[config.mk]
export PLATFORM = sky130hd
export DESIGN_NAME = branch_resolver_flat
export DESIGN_NICKNAME = d
export VERILOG_FILES = /design/src/rtl/branch_resolver_if.sv /design/src/rtl/branch_resolver.sv /design/src/flat_wrapper.sv
export SDC_FILE = /design/constraint.sdc
export NUM_CORES = 1
export LEC_CHECK = 0
export CORE_UTILIZATION = 43
export CTS_CLUSTER_DIAMETER = 50
export DETAILED_ROUTE_END_ITERATION = 16
export GPL_TIMING_DRIVEN = 0
export PLACE_DENSITY_LB_ADDON = 0.1
export SYNTH_ARGS = -nofsm -noshare
export SYNTH_HDL_FRONTEND = slang
export SYNTH_SLANG_ARGS = --single-unit
[constraint.sdc]
create_clock -name clk -period 2.25 [get_ports clk]
set_input_delay 0.45 -clock clk [delete_from_list [all_inputs] [get_ports clk]]
set_output_delay 0.45 -clock clk [all_outputs]
set_load 0.02 [all_outputs]
[src/rtl/branch_resolver_if.sv]
// Decode/flag-side bundle for the branch resolver: branch request, flag
// issue/commit strobes, current flags, and the resolution outputs.
interface branch_resolver_if;
  logic        br_valid;
  logic [2:0]  br_ccc;
  logic [15:0] br_target;
  logic [15:0] pc_plus2;
  logic        iss_Z;
  logic        iss_N;
  logic        iss_V;
  logic        en_Z;
  logic        en_N;
  logic        en_V;
  logic        Z_flag;
  logic        N_flag;
  logic        V_flag;
  logic        stall;
  logic        br_done;
  logic        br_taken;
  logic [15:0] next_pc;
  logic        flush;
  logic        err;

  modport master (
    output br_valid, br_ccc, br_target, pc_plus2,
    output iss_Z, iss_N, iss_V, en_Z, en_N, en_V,
    output Z_flag, N_flag, V_flag,
    input  stall, br_done, br_taken, next_pc, flush, err
  );

  modport slave (
    input  br_valid, br_ccc, br_target, pc_plus2,
    input  iss_Z, iss_N, iss_V, en_Z, en_N, en_V,
    input  Z_flag, N_flag, V_flag,
    output stall, br_done, br_taken, next_pc, flush, err
  );
endinterface

[src/rtl/branch_resolver.sv]
// Conditional branch resolver: stalls decode until every flag the branch
// depends on has no in-flight writer, then resolves taken/next_pc in one pulse.
module branch_resolver (
  input  logic            clk,
  input  logic            rst,
  branch_resolver_if.slave bus
);

  typedef enum logic [1:0] {
    IDLE    = 2'd0,
    WAIT    = 2'd1,
    RESOLVE = 2'd2
  } state_t;

  localparam logic [2:0] CCC_NE     = 3'b000;
  localparam logic [2:0] CCC_EQ     = 3'b001;
  localparam logic [2:0] CCC_GT     = 3'b010;
  localparam logic [2:0] CCC_LT     = 3'b011;
  localparam logic [2:0] CCC_GTE    = 3'b100;
  localparam logic [2:0] CCC_LTE    = 3'b101;
  localparam logic [2:0] CCC_OVFL   = 3'b110;

  state_t      state_reg;
  state_t      state_next;
  logic [2:0]  ccc_reg;
  logic [15:0] target_reg;
  logic [15:0] fall_reg;
  logic        err_reg;

  // Flag vectors are ordered {V, N, Z}.
  logic [2:0] iss;
  logic [2:0] en;
  logic [2:0] pend_zero;
  logic [2:0] cnt_fault;
  logic [2:0] need;
  logic       ready;
  logic       cond;

  assign iss = {bus.iss_V, bus.iss_N, bus.iss_Z};
  assign en  = {bus.en_V,  bus.en_N,  bus.en_Z};

  for (genvar gi = 0; gi < 3; gi++) begin : g_cnt
    logic [1:0] cnt_reg;
    logic [1:0] cnt_next;
    logic       fault;

    always_comb begin
      cnt_next = cnt_reg;
      fault    = 1'b0;
      if (iss[gi] && !en[gi]) begin
        if (cnt_reg == 2'd3) fault = 1'b1;
        else                 cnt_next = cnt_reg + 2'd1;
      end else if (en[gi] && !iss[gi]) begin
        if (cnt_reg == 2'd0) fault = 1'b1;
        else                 cnt_next = cnt_reg - 2'd1;
      end
    end

    always_ff @(posedge clk or posedge rst) begin
      if (rst) cnt_reg <= 2'd0;
      else     cnt_reg <= cnt_next;
    end

    assign pend_zero[gi] = (cnt_reg == 2'd0);
    assign cnt_fault[gi] = fault;
  end

  always_ff @(posedge clk or posedge rst) begin
    if (rst)             err_reg <= 1'b0;
    else if (|cnt_fault) err_reg <= 1'b1;
  end

  always_comb begin
    need = 3'b000;
    case (ccc_reg)
      CCC_NE, CCC_EQ:          need = 3'b001;
      CCC_LT:                  need = 3'b010;
      CCC_GT, CCC_GTE, CCC_LTE: need = 3'b011;
      CCC_OVFL:                need = 3'b100;
      default:                 need = 3'b000;
    endcase
  end

  assign ready = ((need & ~pend_zero) == 3'b000);

  // Flags are sampled live in RESOLVE; by then every required writer has committed.
  always_comb begin
    cond = 1'b1;
    case (ccc_reg)
      CCC_NE:   cond = !bus.Z_flag;
      CCC_EQ:   cond = bus.Z_flag;
      CCC_GT:   cond = !bus.Z_flag && !bus.N_flag;
      CCC_LT:   cond = bus.N_flag;
      CCC_GTE:  cond = bus.Z_flag || !bus.N_flag;
      CCC_LTE:  cond = bus.Z_flag || bus.N_flag;
      CCC_OVFL: cond = bus.V_flag;
      default:  cond = 1'b1;
    endcase
  end

  always_ff @(posedge clk or posedge rst) begin
    if (rst) state_reg <= IDLE;
    else     state_reg <= state_next;
  end

  always_comb begin
    state_next = state_reg;
    case (state_reg)
      IDLE:    if (bus.br_valid) state_next = WAIT;
      WAIT:    if (ready)        state_next = RESOLVE;
      RESOLVE: state_next = IDLE;
      default: state_next = IDLE;
    endcase
  end

  always_ff @(posedge clk or posedge rst) begin
    if (rst) begin
      ccc_reg    <= 3'd0;
      target_reg <= 16'd0;
      fall_reg   <= 16'd0;
    end else if (state_reg == IDLE && bus.br_valid) begin
      ccc_reg    <= bus.br_ccc;
      target_reg <= bus.br_target;
      fall_reg   <= bus.pc_plus2;
    end
  end

  always_comb begin
    bus.stall    = (state_reg != IDLE);
    bus.br_done  = 1'b0;
    bus.br_taken = 1'b0;
    bus.next_pc  = 16'd0;
    bus.flush    = 1'b0;
    bus.err      = err_reg;
    if (state_reg == RESOLVE) begin
      bus.br_done  = 1'b1;
      bus.br_taken = cond;
      bus.next_pc  = cond ? target_reg : fall_reg;
      bus.flush    = cond;
    end
  end

endmodule

[src/flat_wrapper.sv]
// flat-port wrapper written by rule: the top's interface ports become plain ports
module branch_resolver_flat 
  (clk, rst, bus_br_valid, bus_br_ccc, bus_br_target, bus_pc_plus2, bus_iss_Z, bus_iss_N, bus_iss_V, bus_en_Z, bus_en_N, bus_en_V, bus_Z_flag, bus_N_flag, bus_V_flag, bus_stall, bus_br_done, bus_br_taken, bus_next_pc, bus_flush, bus_err);
  branch_resolver_if bus_i ();
  input  logic clk;
  input  logic rst;
  input wire logic [$bits(bus_i.br_valid)-1:0] bus_br_valid;
  input wire logic [$bits(bus_i.br_ccc)-1:0] bus_br_ccc;
  input wire logic [$bits(bus_i.br_target)-1:0] bus_br_target;
  input wire logic [$bits(bus_i.pc_plus2)-1:0] bus_pc_plus2;
  input wire logic [$bits(bus_i.iss_Z)-1:0] bus_iss_Z;
  input wire logic [$bits(bus_i.iss_N)-1:0] bus_iss_N;
  input wire logic [$bits(bus_i.iss_V)-1:0] bus_iss_V;
  input wire logic [$bits(bus_i.en_Z)-1:0] bus_en_Z;
  input wire logic [$bits(bus_i.en_N)-1:0] bus_en_N;
  input wire logic [$bits(bus_i.en_V)-1:0] bus_en_V;
  input wire logic [$bits(bus_i.Z_flag)-1:0] bus_Z_flag;
  input wire logic [$bits(bus_i.N_flag)-1:0] bus_N_flag;
  input wire logic [$bits(bus_i.V_flag)-1:0] bus_V_flag;
  output wire logic [$bits(bus_i.stall)-1:0] bus_stall;
  output wire logic [$bits(bus_i.br_done)-1:0] bus_br_done;
  output wire logic [$bits(bus_i.br_taken)-1:0] bus_br_taken;
  output wire logic [$bits(bus_i.next_pc)-1:0] bus_next_pc;
  output wire logic [$bits(bus_i.flush)-1:0] bus_flush;
  output wire logic [$bits(bus_i.err)-1:0] bus_err;
  assign bus_i.br_valid = bus_br_valid;
  assign bus_i.br_ccc = bus_br_ccc;
  assign bus_i.br_target = bus_br_target;
  assign bus_i.pc_plus2 = bus_pc_plus2;
  assign bus_i.iss_Z = bus_iss_Z;
  assign bus_i.iss_N = bus_iss_N;
  assign bus_i.iss_V = bus_iss_V;
  assign bus_i.en_Z = bus_en_Z;
  assign bus_i.en_N = bus_en_N;
  assign bus_i.en_V = bus_en_V;
  assign bus_i.Z_flag = bus_Z_flag;
  assign bus_i.N_flag = bus_N_flag;
  assign bus_i.V_flag = bus_V_flag;
  assign bus_stall = bus_i.stall;
  assign bus_br_done = bus_i.br_done;
  assign bus_br_taken = bus_i.br_taken;
  assign bus_next_pc = bus_i.next_pc;
  assign bus_flush = bus_i.flush;
  assign bus_err = bus_i.err;
  branch_resolver u_core (.clk(clk), .rst(rst), .bus(bus_i));
endmodule
[After elaboration in Yosys (flattened, before gate mapping)]
Cells that the tools add are included.
Storage, ports and cells
  bits in registers: 44
  bits in latches: 0
  memory bits (writable): 0
  bits in read-only memories: 0
  bits of input ports: 47
  output and inout bits: 21
  word-level logic and storage cells: 103
  memories kept: 0
Cells by class
  add/sub/neg operators: 6
  multiply operators: 0
  divide/modulo/power cells: 0
  magnitude comparators: 0
  equal/unequal tests: 19
  shifts and indexed selects: 0
  muxes and demuxes: 33
  bitwise logic cells: 2
  reductions and logical operators: 35
Operators by type and width (number)
  $mux W16: 2
  $mux W2: 14
  $mux W1: 14
  $ne A2 B2 Y1 const B: 7
  $pmux W3 S4: 1
  $eq A3 B3 Y1 const B: 3
  $reduce_and A3 Y1: 3
  $eq A2 B2 Y1 const B: 4
  $logic_and A1 B1 Y1: 8
  $logic_not A1 Y1: 8
  $logic_not A2 Y1: 4
  $reduce_bool A2 Y1: 4
  $pmux W1 S7: 1
  $add A2 B1 Y2 const B: 3
  $eq A3 B2 Y1 const B: 2
  $logic_not A3 Y1: 2
  $reduce_or A3 Y1: 2
  $sub A2 B1 Y2 const B: 3
  $pmux W2 S2: 1
  $and A3 B3 Y3: 1
  $eq A3 B1 Y1 const B: 1
  $not A3 Y3: 1
  $eq A2 B1 Y1 const B: 1
  $logic_or A1 B1 Y1: 2
  3 further kinds: 3

[Longest topological paths before layout]
  word-level depth: 7
  depth in mapped cells: 7
  depth with buffers taken out: 6

[Worst setup path after synthesis]
OpenSTA, ideal clock, no wires.
  path kind: register to output
  start: register u_core.ccc_reg[1]
  end: output bus_flush
  arrival time: 1886 ps
  required time: 1800 ps
  setup slack: -86 ps
  cell stages (with the launch flop): 8
  path through: dfrtp_1 > buf_6 > or3b_4 > a311o_1 > buf_6 > buf_6 > and3_1 > buf_4
Between the ends
  cells in the longest elaborated chain, start to end: 3
  elaborated cells between the ends (all ways): 9
RTL lines
  start, declared: line branch_resolver.sv:25  | logic [2:0] ccc_reg;
  start signal, assigned: line branch_resolver.sv:122  | ccc_reg <= bus.br_ccc;
  $eq A3 B3 Y1, or another cell as far along: line branch_resolver.sv:89  | case (ccc_reg)
  $pmux W1 S7 *: line branch_resolver.sv:89
  $mux W1 *
  end, declared: line flat_wrapper.sv:24  | output wire logic [$bits(bus_i.flush)-1:0] bus_flush;
Every way passes the cells marked *; elsewhere a longest branch is shown, timed or not.

[Worst setup path after layout]
  start: input bus_Z_flag
  end: output bus_flush
Between the ends
  cells in the longest elaborated chain, start to end: 4
  elaborated cells between the ends (all ways): 6
RTL lines
  start, declared: line flat_wrapper.sv:17  | input wire logic [$bits(bus_i.Z_flag)-1:0] bus_Z_flag;
  $logic_not A1 Y1: line branch_resolver.sv:90, branch_resolver.sv:92
  $logic_and A1 B1 Y1: line branch_resolver.sv:92  | CCC_GT: cond = !bus.Z_flag && !bus.N_flag;
  $pmux W1 S7 *: line branch_resolver.sv:89
  $mux W1 *: line branch_resolver.sv:135  | if (state_reg == RESOLVE) begin
Marks and branches as above.

==> out/results.ini <==
[power_and_ir_drop]
p_total_mw=4.18
power_density_mw_per_mm2=1230
ir_drop_mv=0.794
p_leak_nw=1.44

[worst_setup_path]
reg2reg_to=u_core.fall_reg[14]$_DFFE_PP0P_
startpoint_type=input pin
timing.critical_path.mode_cell=buf_6
ff2ff_setup_slack_ps=350
crit_type=input pin to output pin
path_max_fanout=5
crit_chain=dlygate4sd2_1 -> or3b_4 -> a311o_1 -> buf_6 -> buf_6 -> and3_4 -> buf_6 -> buf_6
end_kind=output pin
reg2reg_depth=4
crit_slowest_cell=or3b_4
cp.required_ps=1800
critPathArrivalTime_ps=2170
max_stage_delay_ps=410
r2r-start=u_core.state_reg[0]$_DFFE_PP0P_

[place]
port_buffers=67
gp_congestion=0.767
hpwl_mm=3.94

[timing]
final_hold_viol_count=0
timing.hold.ws_ps=464
timing.final.ws_setup_ps=-372
fmax_ghz=0.381
setup-violations-final=18
finalClockSkew_ps=6.32
tightest_slew_ps=442
min_period_ps=2620
drv_slew=0
rsz0062_at_grt=true
slew_headroom=0.705
min_period_over_period=1.17
tns_ps=-5350

[cells_and_area]
n_antenna_cell=0
area_growth_pct=45.9
drive_gt1_frac=0.400
layout.nets=347
fillerInstances=457

[logic_synthesis]
syn_area_mm2=0.00232
yosysSeqAreaShare=0.474
yosysUniqueCellTypes=36
synth_edf_count=0
ys_seq_elements=44
yosysWarnings=0
synthArstFlopShare=1.00
synthCells=210
syn_area_per_cell_um2=11.1
synth-main-ff-cell=dfrtp_1
syn_nets=263

[clock_tree]
clock-sinks=44
cts.clk_slew.worst_paths_ps=80
cts_root_buf=clkbuf_8
max-clock-path-buffers=2
clock_latency_ps=300
numCtsBuffers=5
cts_tree=done
h-tree-depth=2

[global_routing]
grt_pass1_wl_mm=8.74
grt_pass1_vias=1910
grt_max_degree=26
grtUsageTotal=0.206
antenna_found_initial=0
grt_remaining_overflow=0

[route]
avgViaCountPerCell=5.15
dr.pass1.iters=4
drt_wl_total_mm=5.44
wl_per_cell_um=14.9
dr_total_vias=1878
first_iter_violations=39
ant_nets=0
drc=0

[die]
die_w_um=75.5
io-pin-count=68
coreArea_mm2=0.00514
initial_utilization=0.452
die_h_um=75.5
dieArea_mm2=0.00570
num_rows=26

[status]
outcome=finished with violations
violations=setup timing

[min_path]
hp-class=input pin to async pin

[job]
max_cap_violations=0

repair_timing:
action,CTS,global route
hold buffers,0,0
cloned,2,0
pin swaps,7,15
endpoints found under the setup margin,19,18
buffers inserted,8,2
gates resized for setup,108,23
kinds of logic after synthesis:
| group | synth area share |
|---|---|
| fa+ha+maj | 0.0323 |
| mux | 0.174 |
| simple gates | 0.110 |
| compound gates | 0.158 |
| buf+inv | 0.0512 |
| flops | 0.474 |
critical path: cells and delay by family:
| kind | cells | cell delay (ps) |
|---|---|---|
| and+or+nand+nor | 2 | 570 |
| AOI/OAI and AO/OA | 1 | 350 |
| buffers and inverters | 5 | 790 |
how the worst max path moves through the flow:
stage | from | cells after the start | endpoint | slack, ps
3_3_place_gp | bus_Z_flag | 7 | bus_next_pc[10] | -1120
4_1_cts | u_core.ccc_reg[1]$_DFFE_PP0P_ | 8 | bus_flush | -430
3_5_place_dp | bus_Z_flag | 7 | bus_next_pc[10] | -1100
2_1_floorplan | u_core.ccc_reg[1]$_DFFE_PP0P_ | 7 | bus_flush | -10
6_report | bus_Z_flag | 8 | bus_flush | -370
5_1_grt | u_core.ccc_reg[1]$_DFFE_PP0P_ | 7 | bus_next_pc[7] | -420
report_power, final:
part | internal, mW | total (mW) | switching, mW | leakage (nW)
clock network | 0.363 | 0.646 | 0.283 | 0.0614
logic | 1.08 | 2.08 | 1.01 | 0.854
registers | 1.17 | 1.45 | 0.279 | 0.522
cell usage after synthesis, drive strengths merged (3+ instances only):
cell | number | area, um^2
a21boi | 16 | 120
a21oi | 3 | 15.0
and2 | 3 | 18.8
buf | 10 | 77.6
dfrtp | 44 | 1100
ha | 6 | 75.1
inv | 9 | 33.8
mux2 | 35 | 394
nand2 | 6 | 22.5
nand3 | 16 | 80.1
nor2 | 6 | 25.0
nor2b | 4 | 25.0
nor4b | 3 | 26.3
o21ai | 26 | 130
o31ai | 3 | 22.5
routing by layer:
layer / track usage / wire length (um) / vias to the layer above
li1: - / - / 934
met1: 0.268 / 2450 / 893
met2: 0.341 / 2650 / 45
met3: 0.0529 / 284 / 6
met4: 0.0576 / 53 / 0
met5: 0 / 0 / -
metrics by stage:
stage	cells	area (um^2)	util	worst slack, ps
3_5_place_dp	348	3140	0.612	-1100
5_1_grt	365	3390	0.659	-418
2_1_floorplan	210	2370	-	-11.5
4_1_cts	366	3330	0.648	-429
3_3_place_gp	347	3120	0.608	-1120
6_report	365	3390	0.659	-372
layout make-up:
class	count	area (um^2)	area share
well taps	70	87.6	0.0258
repair buffers	79	744	0.220
multi-input cells	145	1230	0.363
clock buffers	6	82.6	0.0244
plain buffers	10	68.8	0.0203
flip-flops and latches	44	1100	0.325
inverters	9	33.8	0.00997
clock inverters	2	38.8	0.0114
cell usage in the layout (no fill, tap or decap), types with 2 or more instances in the layout:
master	count
o21ai_2	6
nand2b_1	2
o31ai_1	3
nor2b_1	3
buf_2	12
nor3_1	2
inv_1	8
nor2_1	5
o22ai_1	2
nor4b_1	2
a21oi_1	2
clkdlybuf4s50_1	46
nand3_2	4
buf_6	12
buf_4	14
mux2_2	35
a21boi_2	13
nand3_1	12
clkbuf_8	6
o21ai_1	10
ha_1	6
o21ai_0	10
dfrtp_1	43
a21boi_1	3
nand2_1	6
dlygate4sd2_1	2
and2_1	3
Note: power is estimated with default switching activity, not from simulation.
